<file path="config.mk">
export PLATFORM = sky130hd
export DESIGN_NAME = dmem_arbiter
export DESIGN_NICKNAME = d
export VERILOG_FILES = /design/src/rtl/dmem_arb_pkg.sv /design/src/rtl/dmem_arb_rr2.sv /design/src/rtl/dmem_arbiter.sv
export SDC_FILE = /design/constraint.sdc
export NUM_CORES = 1
export LEC_CHECK = 0
export CAP_MARGIN = 40
export CORE_ASPECT_RATIO = 1.25
export CORE_MARGIN = 8
export CORE_UTILIZATION = 25
export DETAILED_ROUTE_END_ITERATION = 10
export GPL_TIMING_DRIVEN = 1
export PLACE_DENSITY = 0.73
export SETUP_SLACK_MARGIN = 0.2
export SYNTH_ARGS = -nofsm -noshare
export SYNTH_HDL_FRONTEND = slang
export SYNTH_SLANG_ARGS = --single-unit
</file>
<file path="constraint.sdc">
create_clock -name clk -period 5.4 [get_ports clk]
set_input_delay 1.08 -clock clk [delete_from_list [all_inputs] [get_ports clk]]
set_output_delay 1.08 -clock clk [all_outputs]
set_load 0.05 [all_outputs]
</file>
<file path="src/rtl/dmem_arb_pkg.sv">
// Shared types and helpers for the two-port data-memory arbiter.
// The misalignment helper is only called when DMEM_ARB_MISALIGN_CHK_EN is defined.
package dmem_arb_pkg;

    typedef enum logic [1:0] {
        IDLE = 2'd0,
        OWN0 = 2'd1,
        OWN1 = 2'd2
    } arb_state_e;

    localparam logic [2:0] F3_SB  = 3'b000;
    localparam logic [2:0] F3_SH  = 3'b001;
    localparam logic [2:0] F3_SW  = 3'b010;
    localparam logic [2:0] F3_LB  = 3'b000;
    localparam logic [2:0] F3_LH  = 3'b001;
    localparam logic [2:0] F3_LW  = 3'b010;
    localparam logic [2:0] F3_LBU = 3'b100;
    localparam logic [2:0] F3_LHU = 3'b101;

    // Byte accesses can never be misaligned; halfwords need addr[0]=0, words addr[1:0]=0.
    function automatic logic is_misaligned(input logic [2:0] f3, input logic [1:0] addr_lo);
        logic byte_acc;
        logic half_acc;
        logic word_acc;
        byte_acc = (f3 == F3_SB) || (f3 == F3_LB) || (f3 == F3_LBU);
        half_acc = (f3 == F3_SH) || (f3 == F3_LH) || (f3 == F3_LHU);
        word_acc = (f3 == F3_SW) || (f3 == F3_LW);
        return !byte_acc && ((half_acc && addr_lo[0]) || (word_acc && (addr_lo != 2'b00)));
    endfunction

endpackage

</file>
<file path="src/rtl/dmem_arb_rr2.sv">
// Two-way round-robin grant: a lone requester always wins, a tie goes to rr_ptr_i.
module dmem_arb_rr2
    import dmem_arb_pkg::*;
(
    input  logic [1:0] req_i,
    input  logic       rr_ptr_i,
    output logic [1:0] gnt_o
);

    always_comb begin
        gnt_o = req_i;
        if (req_i == 2'b11) begin
            gnt_o = rr_ptr_i ? 2'b10 : 2'b01;
        end
    end

endmodule

</file>
<file path="src/rtl/dmem_arbiter.sv">
// Shares a single-port data memory between port 0 (LSU) and port 1 (DMA/debug) with lockable bursts.
// Define DMEM_ARB_MISALIGN_CHK_EN to suppress and flag misaligned halfword/word beats.
module dmem_arbiter
    import dmem_arb_pkg::*;
#(
    parameter int ADDR_WIDTH = 32,
    parameter int DATA_WIDTH = 32,
    parameter int BURST_MAX  = 4
) (
    input  logic                  clk,
    input  logic                  rst_n,

    input  logic                  p0_valid,
    output logic                  p0_ready,
    input  logic                  p0_we,
    input  logic                  p0_lock,
    input  logic [2:0]            p0_funct3,
    input  logic [ADDR_WIDTH-1:0] p0_addr,
    input  logic [DATA_WIDTH-1:0] p0_wdata,
    output logic                  p0_rvalid,
    output logic [DATA_WIDTH-1:0] p0_rdata,
    output logic                  p0_err,

    input  logic                  p1_valid,
    output logic                  p1_ready,
    input  logic                  p1_we,
    input  logic                  p1_lock,
    input  logic [2:0]            p1_funct3,
    input  logic [ADDR_WIDTH-1:0] p1_addr,
    input  logic [DATA_WIDTH-1:0] p1_wdata,
    output logic                  p1_rvalid,
    output logic [DATA_WIDTH-1:0] p1_rdata,
    output logic                  p1_err,

    output logic                  mem_wr_en,
    output logic [2:0]            mem_funct3,
    output logic [ADDR_WIDTH-1:0] mem_addr,
    output logic [DATA_WIDTH-1:0] mem_wdata,
    input  logic [DATA_WIDTH-1:0] mem_rd_data
);

    localparam int CNT_W = $clog2(BURST_MAX + 1);
    localparam logic [CNT_W-1:0] BURST_LIM = CNT_W'(BURST_MAX);

    arb_state_e            state_q, state_d;
    logic                  rr_ptr_q, rr_ptr_d;
    logic [CNT_W-1:0]      beat_cnt_q, beat_cnt_d;
    logic [CNT_W-1:0]      cnt_inc;
    logic [1:0]            gnt;
    logic                  beat0, beat1, beat;
    logic                  sel_we, sel_lock, mis;
    logic                  rvalid0_q, rvalid0_d;
    logic                  rvalid1_q, rvalid1_d;
    logic [DATA_WIDTH-1:0] rdata_q, rdata_d;
    logic                  err_q, err_d;

    dmem_arb_rr2 u_rr2 (
        .req_i    ({p1_valid, p0_valid}),
        .rr_ptr_i (rr_ptr_q),
        .gnt_o    (gnt)
    );

    // Grant and accept happen in the same cycle; a locked owner excludes the other port.
    always_comb begin
        p0_ready = 1'b0;
        p1_ready = 1'b0;
        if (rst_n) begin
            case (state_q)
                IDLE: begin
                    p0_ready = gnt[0];
                    p1_ready = gnt[1];
                end
                OWN0:    p0_ready = p0_valid;
                OWN1:    p1_ready = p1_valid;
                default: ;
            endcase
        end
    end

    assign beat0 = p0_valid & p0_ready;
    assign beat1 = p1_valid & p1_ready;
    assign beat  = beat0 | beat1;

    always_comb begin
        mem_funct3 = beat1 ? p1_funct3 : p0_funct3;
        mem_addr   = beat1 ? p1_addr   : p0_addr;
        mem_wdata  = beat1 ? p1_wdata  : p0_wdata;
        sel_we     = beat1 ? p1_we     : p0_we;
        sel_lock   = beat1 ? p1_lock   : p0_lock;
`ifdef DMEM_ARB_MISALIGN_CHK_EN
        mis        = beat & is_misaligned(mem_funct3, mem_addr[1:0]);
`else
        mis        = 1'b0;
`endif
        mem_wr_en  = beat & sel_we & ~mis;
    end

    // Ownership is kept only while the owner issues locked beats and the burst cap is not reached.
    always_comb begin
        state_d    = state_q;
        rr_ptr_d   = rr_ptr_q;
        beat_cnt_d = beat_cnt_q;
        cnt_inc    = beat_cnt_q + CNT_W'(1);
        if (beat) begin
            if (state_q == IDLE) begin
                rr_ptr_d = ~beat1;
            end
            if (sel_lock && (cnt_inc < BURST_LIM)) begin
                state_d    = beat1 ? OWN1 : OWN0;
                beat_cnt_d = cnt_inc;
            end else begin
                state_d    = IDLE;
                beat_cnt_d = '0;
            end
        end else begin
            state_d    = IDLE;
            beat_cnt_d = '0;
        end
    end

    always_comb begin
        rvalid0_d = beat0;
        rvalid1_d = beat1;
        rdata_d   = (beat & ~sel_we & ~mis) ? mem_rd_data : '0;
        err_d     = mis;
    end

    always_ff @(posedge clk) begin
        if (!rst_n) begin
            state_q    <= IDLE;
            rr_ptr_q   <= 1'b0;
            beat_cnt_q <= '0;
            rvalid0_q  <= 1'b0;
            rvalid1_q  <= 1'b0;
            rdata_q    <= '0;
            err_q      <= 1'b0;
        end else begin
            state_q    <= state_d;
            rr_ptr_q   <= rr_ptr_d;
            beat_cnt_q <= beat_cnt_d;
            rvalid0_q  <= rvalid0_d;
            rvalid1_q  <= rvalid1_d;
            rdata_q    <= rdata_d;
            err_q      <= err_d;
        end
    end

    // One shared response register; only the port that owned the beat sees it.
    assign p0_rvalid = rvalid0_q;
    assign p1_rvalid = rvalid1_q;
    assign p0_rdata  = rvalid0_q ? rdata_q : '0;
    assign p1_rdata  = rvalid1_q ? rdata_q : '0;
    assign p0_err    = rvalid0_q & err_q;
    assign p1_err    = rvalid1_q & err_q;

endmodule

</file>
==> metrics.log <==
[metrics] run status: complete, no violations
[metrics] number of buffers created by CTS: 5
[metrics] register bit count reported by yosys: 40
[metrics] dominant cell type by count on the critical path: sky130_fd_sc_hd__clkdlybuf4s50_1
[metrics] nature of the critical path startpoint: input port
[metrics] # resized after CTS: 0
[metrics] most repeated cell in the gate-level netlist after synthesis: sky130_fd_sc_hd__mux2_4
[metrics] Ys Warns: 0
[metrics] # IOs: roughly 310
[metrics] leakage component of the power: around 2.5 nW
[metrics] overall power of the completed layout: 1.13 mW
[metrics] via total after detailed routing: 3051
[metrics] critical path startpoint: p0_valid
[metrics] GR Overflow Total: 0
[metrics] Initial DRT Pass Iterations: 3
[metrics] Setup Crit Path Kind: input port to output port
[metrics] diodes inserted: 0
[metrics] Netlist cell types: 24
[metrics] vias in the first global route: ~3300
[metrics] DR vias/cell: 4.43
[metrics] synth-to-layout area growth: 114%
[metrics] sequential element share of the synthesized area: 0.281
[metrics] number of buffers added for setup after CTS: 0
[metrics] maximum VDD drop: about 0.16 mV
[metrics] post-CTS clock slew at the launch and capture registers of the worst setup and hold paths: 0.05 ns
[metrics] Crit path largest cell delay: 0.71 ns
[metrics] Clock H-tree levels: 2
[metrics] top cell types by occurrence after synthesis: 67 x sky130_fd_sc_hd__mux2_4, 64 x sky130_fd_sc_hd__and2_1, 40 x sky130_fd_sc_hd__dfxtp_1
[metrics] insertion delay of the later-clocked pin in the worst-skew pair: ~0.28 ns
[metrics] crit path max-delay cell type: sky130_fd_sc_hd__clkdlybuf4s50_1
[metrics] ys flop type: sky130_fd_sc_hd__dfxtp_1
[metrics] initial antenna violation count: 3
[metrics] combined global-route utilization of all metal layers: 0.181
[metrics] Synth async-reset ratio: 0
[metrics] setup repair after global routing missed its margin: no
[metrics] final wirelength: around 15000 um
[metrics] share of cells above drive strength 1: 0.159
[metrics] top cells by area, synth: sky130_fd_sc_hd__mux2_4 35%, sky130_fd_sc_hd__dfxtp_1 28%, sky130_fd_sc_hd__and2_1 14%, sky130_fd_sc_hd__a21boi_0 8.4%, sky130_fd_sc_hd__buf_12 5.6%
[metrics] port buffer count: 309
[metrics] CP bufs+invs: 3
[metrics] critical path cell sequence: clkdlybuf4s50_1 -> or3b_4 -> and3_4 -> buf_4 -> mux2_4 -> clkdlybuf4s50_1
[metrics] maximum clock frequency: 0.213 GHz
[metrics] count of cell instances traversed by the critical path: 6
[metrics] pin slew with the least headroom to its limit: about 0.56 ns
[metrics] average wire length per cell after detail routing: 21.2 um
[metrics] cell area after synthesis: 2850 um2
[metrics] worst slew margin relative to its limit: 0.623
[metrics] worst r2r dst: rdata_q[27]
[metrics] global-route wire length before repair: between 20000 and 25000 um
[metrics] placeable core region: 11100 um2
[metrics] capture point of the worst path: mem_addr[28]
[metrics] category of cells accounting for the largest share of critical-path delay: buffers and inverters
[metrics] register-to-register setup slack: 3.82 ns
[metrics] total count of hold-check failures in the final report: 0
[metrics] Core Util, Final: 0.549
[metrics] kind of end point of the critical path: output port
[metrics] antenna-violating nets left: 0
[metrics] final worst path period share: 0.869
[metrics] Synth Instances: 250
[metrics] standard-cell rows: 43
[metrics] floorplan die area: 15100 um2
[metrics] # clock sinks: 40
[metrics] pwr/cell area: 185 nW/um2
[metrics] cell type with the highest aggregate area in the netlist: sky130_fd_sc_hd__mux2_4
[metrics] number of slew-limit violations in the final report: 0
[metrics] fraction of post-synthesis cell area in the top cell type by area: 0.352
[metrics] Avg Synthesized Cell Area: approximately 11 um2
[metrics] HPWL after detailed placement: about 13000 um
[metrics] WP data required: 4.32 ns
[metrics] clock skew after layout: 0.00749 ns
[metrics] max capacitance violation total: 0
[metrics] buffers from clock root to sink, at most: 2
[metrics] launch point of the worst reg-to-reg path: state_q[1]
[metrics] crit path DAT: 3.61 ns
[metrics] clock tree from TritonCTS: done
[metrics] vertical extent of the die: 135 um
[metrics] number of buffers inserted by hold repair at cts: 0
[metrics] clock period minus final worst setup slack: 4.69 ns
[metrics] count of endpoints failing setup in the final report: 0
[metrics] number of flops mapped to enable cells by yosys: 0
[metrics] largest net degree at the start of global routing: 37
[metrics] Placer Congestion: 0.815
[metrics] Register-to-Register Path Depth: 4
[metrics] cell at the root of the clock tree: sky130_fd_sc_hd__clkbuf_16
[metrics] class of the worst hold path: flip-flop to flip-flop
[metrics] DRC: 0
[metrics] count of nets after finishing: 728
[metrics] die outline width: 112 um
[metrics] total negative setup slack: 0 ns
[metrics] drt first-iter violations: 73
[metrics] largest fanout of any net on the critical path: 21
[metrics] initial standard-cell utilization of the core: 0.256
[per-stage QoR]
stage | worst slack [ns] | area [um2] | std cells | hold WS (ns)
after floorplan | 1.98 | 2860 | 252 | 0.474
after global placement | 0.756 | 5930 | 677 | 0.490
after detailed placement | 0.702 | 5980 | 681 | 0.499
after CTS | 0.693 | 6110 | 688 | 0.511
after global routing | 0.629 | 6110 | 688 | 0.538
final | 0.709 | 6110 | 688 | 0.523
[worst register-to-register path, stage by stage (launching register included)]
cell and delay, ns:
sky130_fd_sc_hd__dfxtp_1 0.32, sky130_fd_sc_hd__nor2b_1 0.26, sky130_fd_sc_hd__nand4b_1 0.41, sky130_fd_sc_hd__buf_6 0.31
sky130_fd_sc_hd__a21boi_0 0.19
[where the power goes]
group          switching, mW  internal [mW]  total [mW]
registers            0.00749          0.309       0.317
logic                  0.268          0.266       0.534
clock network          0.113          0.168       0.281
[registers in the layout, summed over array words and instances (netlist names)]
name        cells
beat_cnt_q      3
rr_ptr_q        1
state_q         2
p1_rvalid       1
p0_rvalid       1
rdata_q        32
[kinds of logic (layout without fill, tap and decap cells)]
family	after synthesis	in the layout	share of synthesized area
AO/OA/AOI/OAI	36	36	0.0943
AND/OR/NAND/NOR	82	82	0.187
XOR/XNOR	1	1	0.00307
flip-flops	40	40	0.281
buffers and inverters	22	323	0.0772
other	1	3	0.00131
multiplexers	67	67	0.352
adder cells (fa/ha/maj)	1	1	0.00438
[worst min-delay path by stage]
stage	slack, ns	cells after the start	from	end
after global placement	0.49	2	beat_cnt_q[0]	beat_cnt_q[0]
after CTS	0.51	2	beat_cnt_q[0]	beat_cnt_q[0]
after global routing	0.54	2	beat_cnt_q[0]	beat_cnt_q[0]
after detailed placement	0.50	2	beat_cnt_q[0]	beat_cnt_q[0]
after floorplan	0.47	2	beat_cnt_q[0]	beat_cnt_q[0]
final	0.52	2	beat_cnt_q[0]	beat_cnt_q[0]
[final cells by class]
cell class	instances	area (um2)
fill	970	5020
clock inverter	1	5.00
multi-input combinational	190	1840
sequential	40	801
clock buffer	6	129
tap	135	169
timing repair buffer	316	3170
[layer usage]
metal	routed length [um]	GRT usage
met5	41	0
met4	178	0.0411
met3	1680	0.0937
met2	7100	0.323
met1	5560	0.186
[cell usage in the layout (no fill, tap or decap), drive strengths merged]
cell type      count
clkdlybuf4s50    305
clkbuf             6
mux2              67
nand2              1
dfxtp             40
a21boi            32
nand2b             1
or3b               1
buf               11
xnor2              1
a21oi              2
and2b              1
clkinv             1
nand4              2
ha                 1
conb               3
o211a              1
and3               6
and2              64
nor2b              2
a22o               1
nand3b             2
nand4b             2
(Power assumes the default switching activity.)
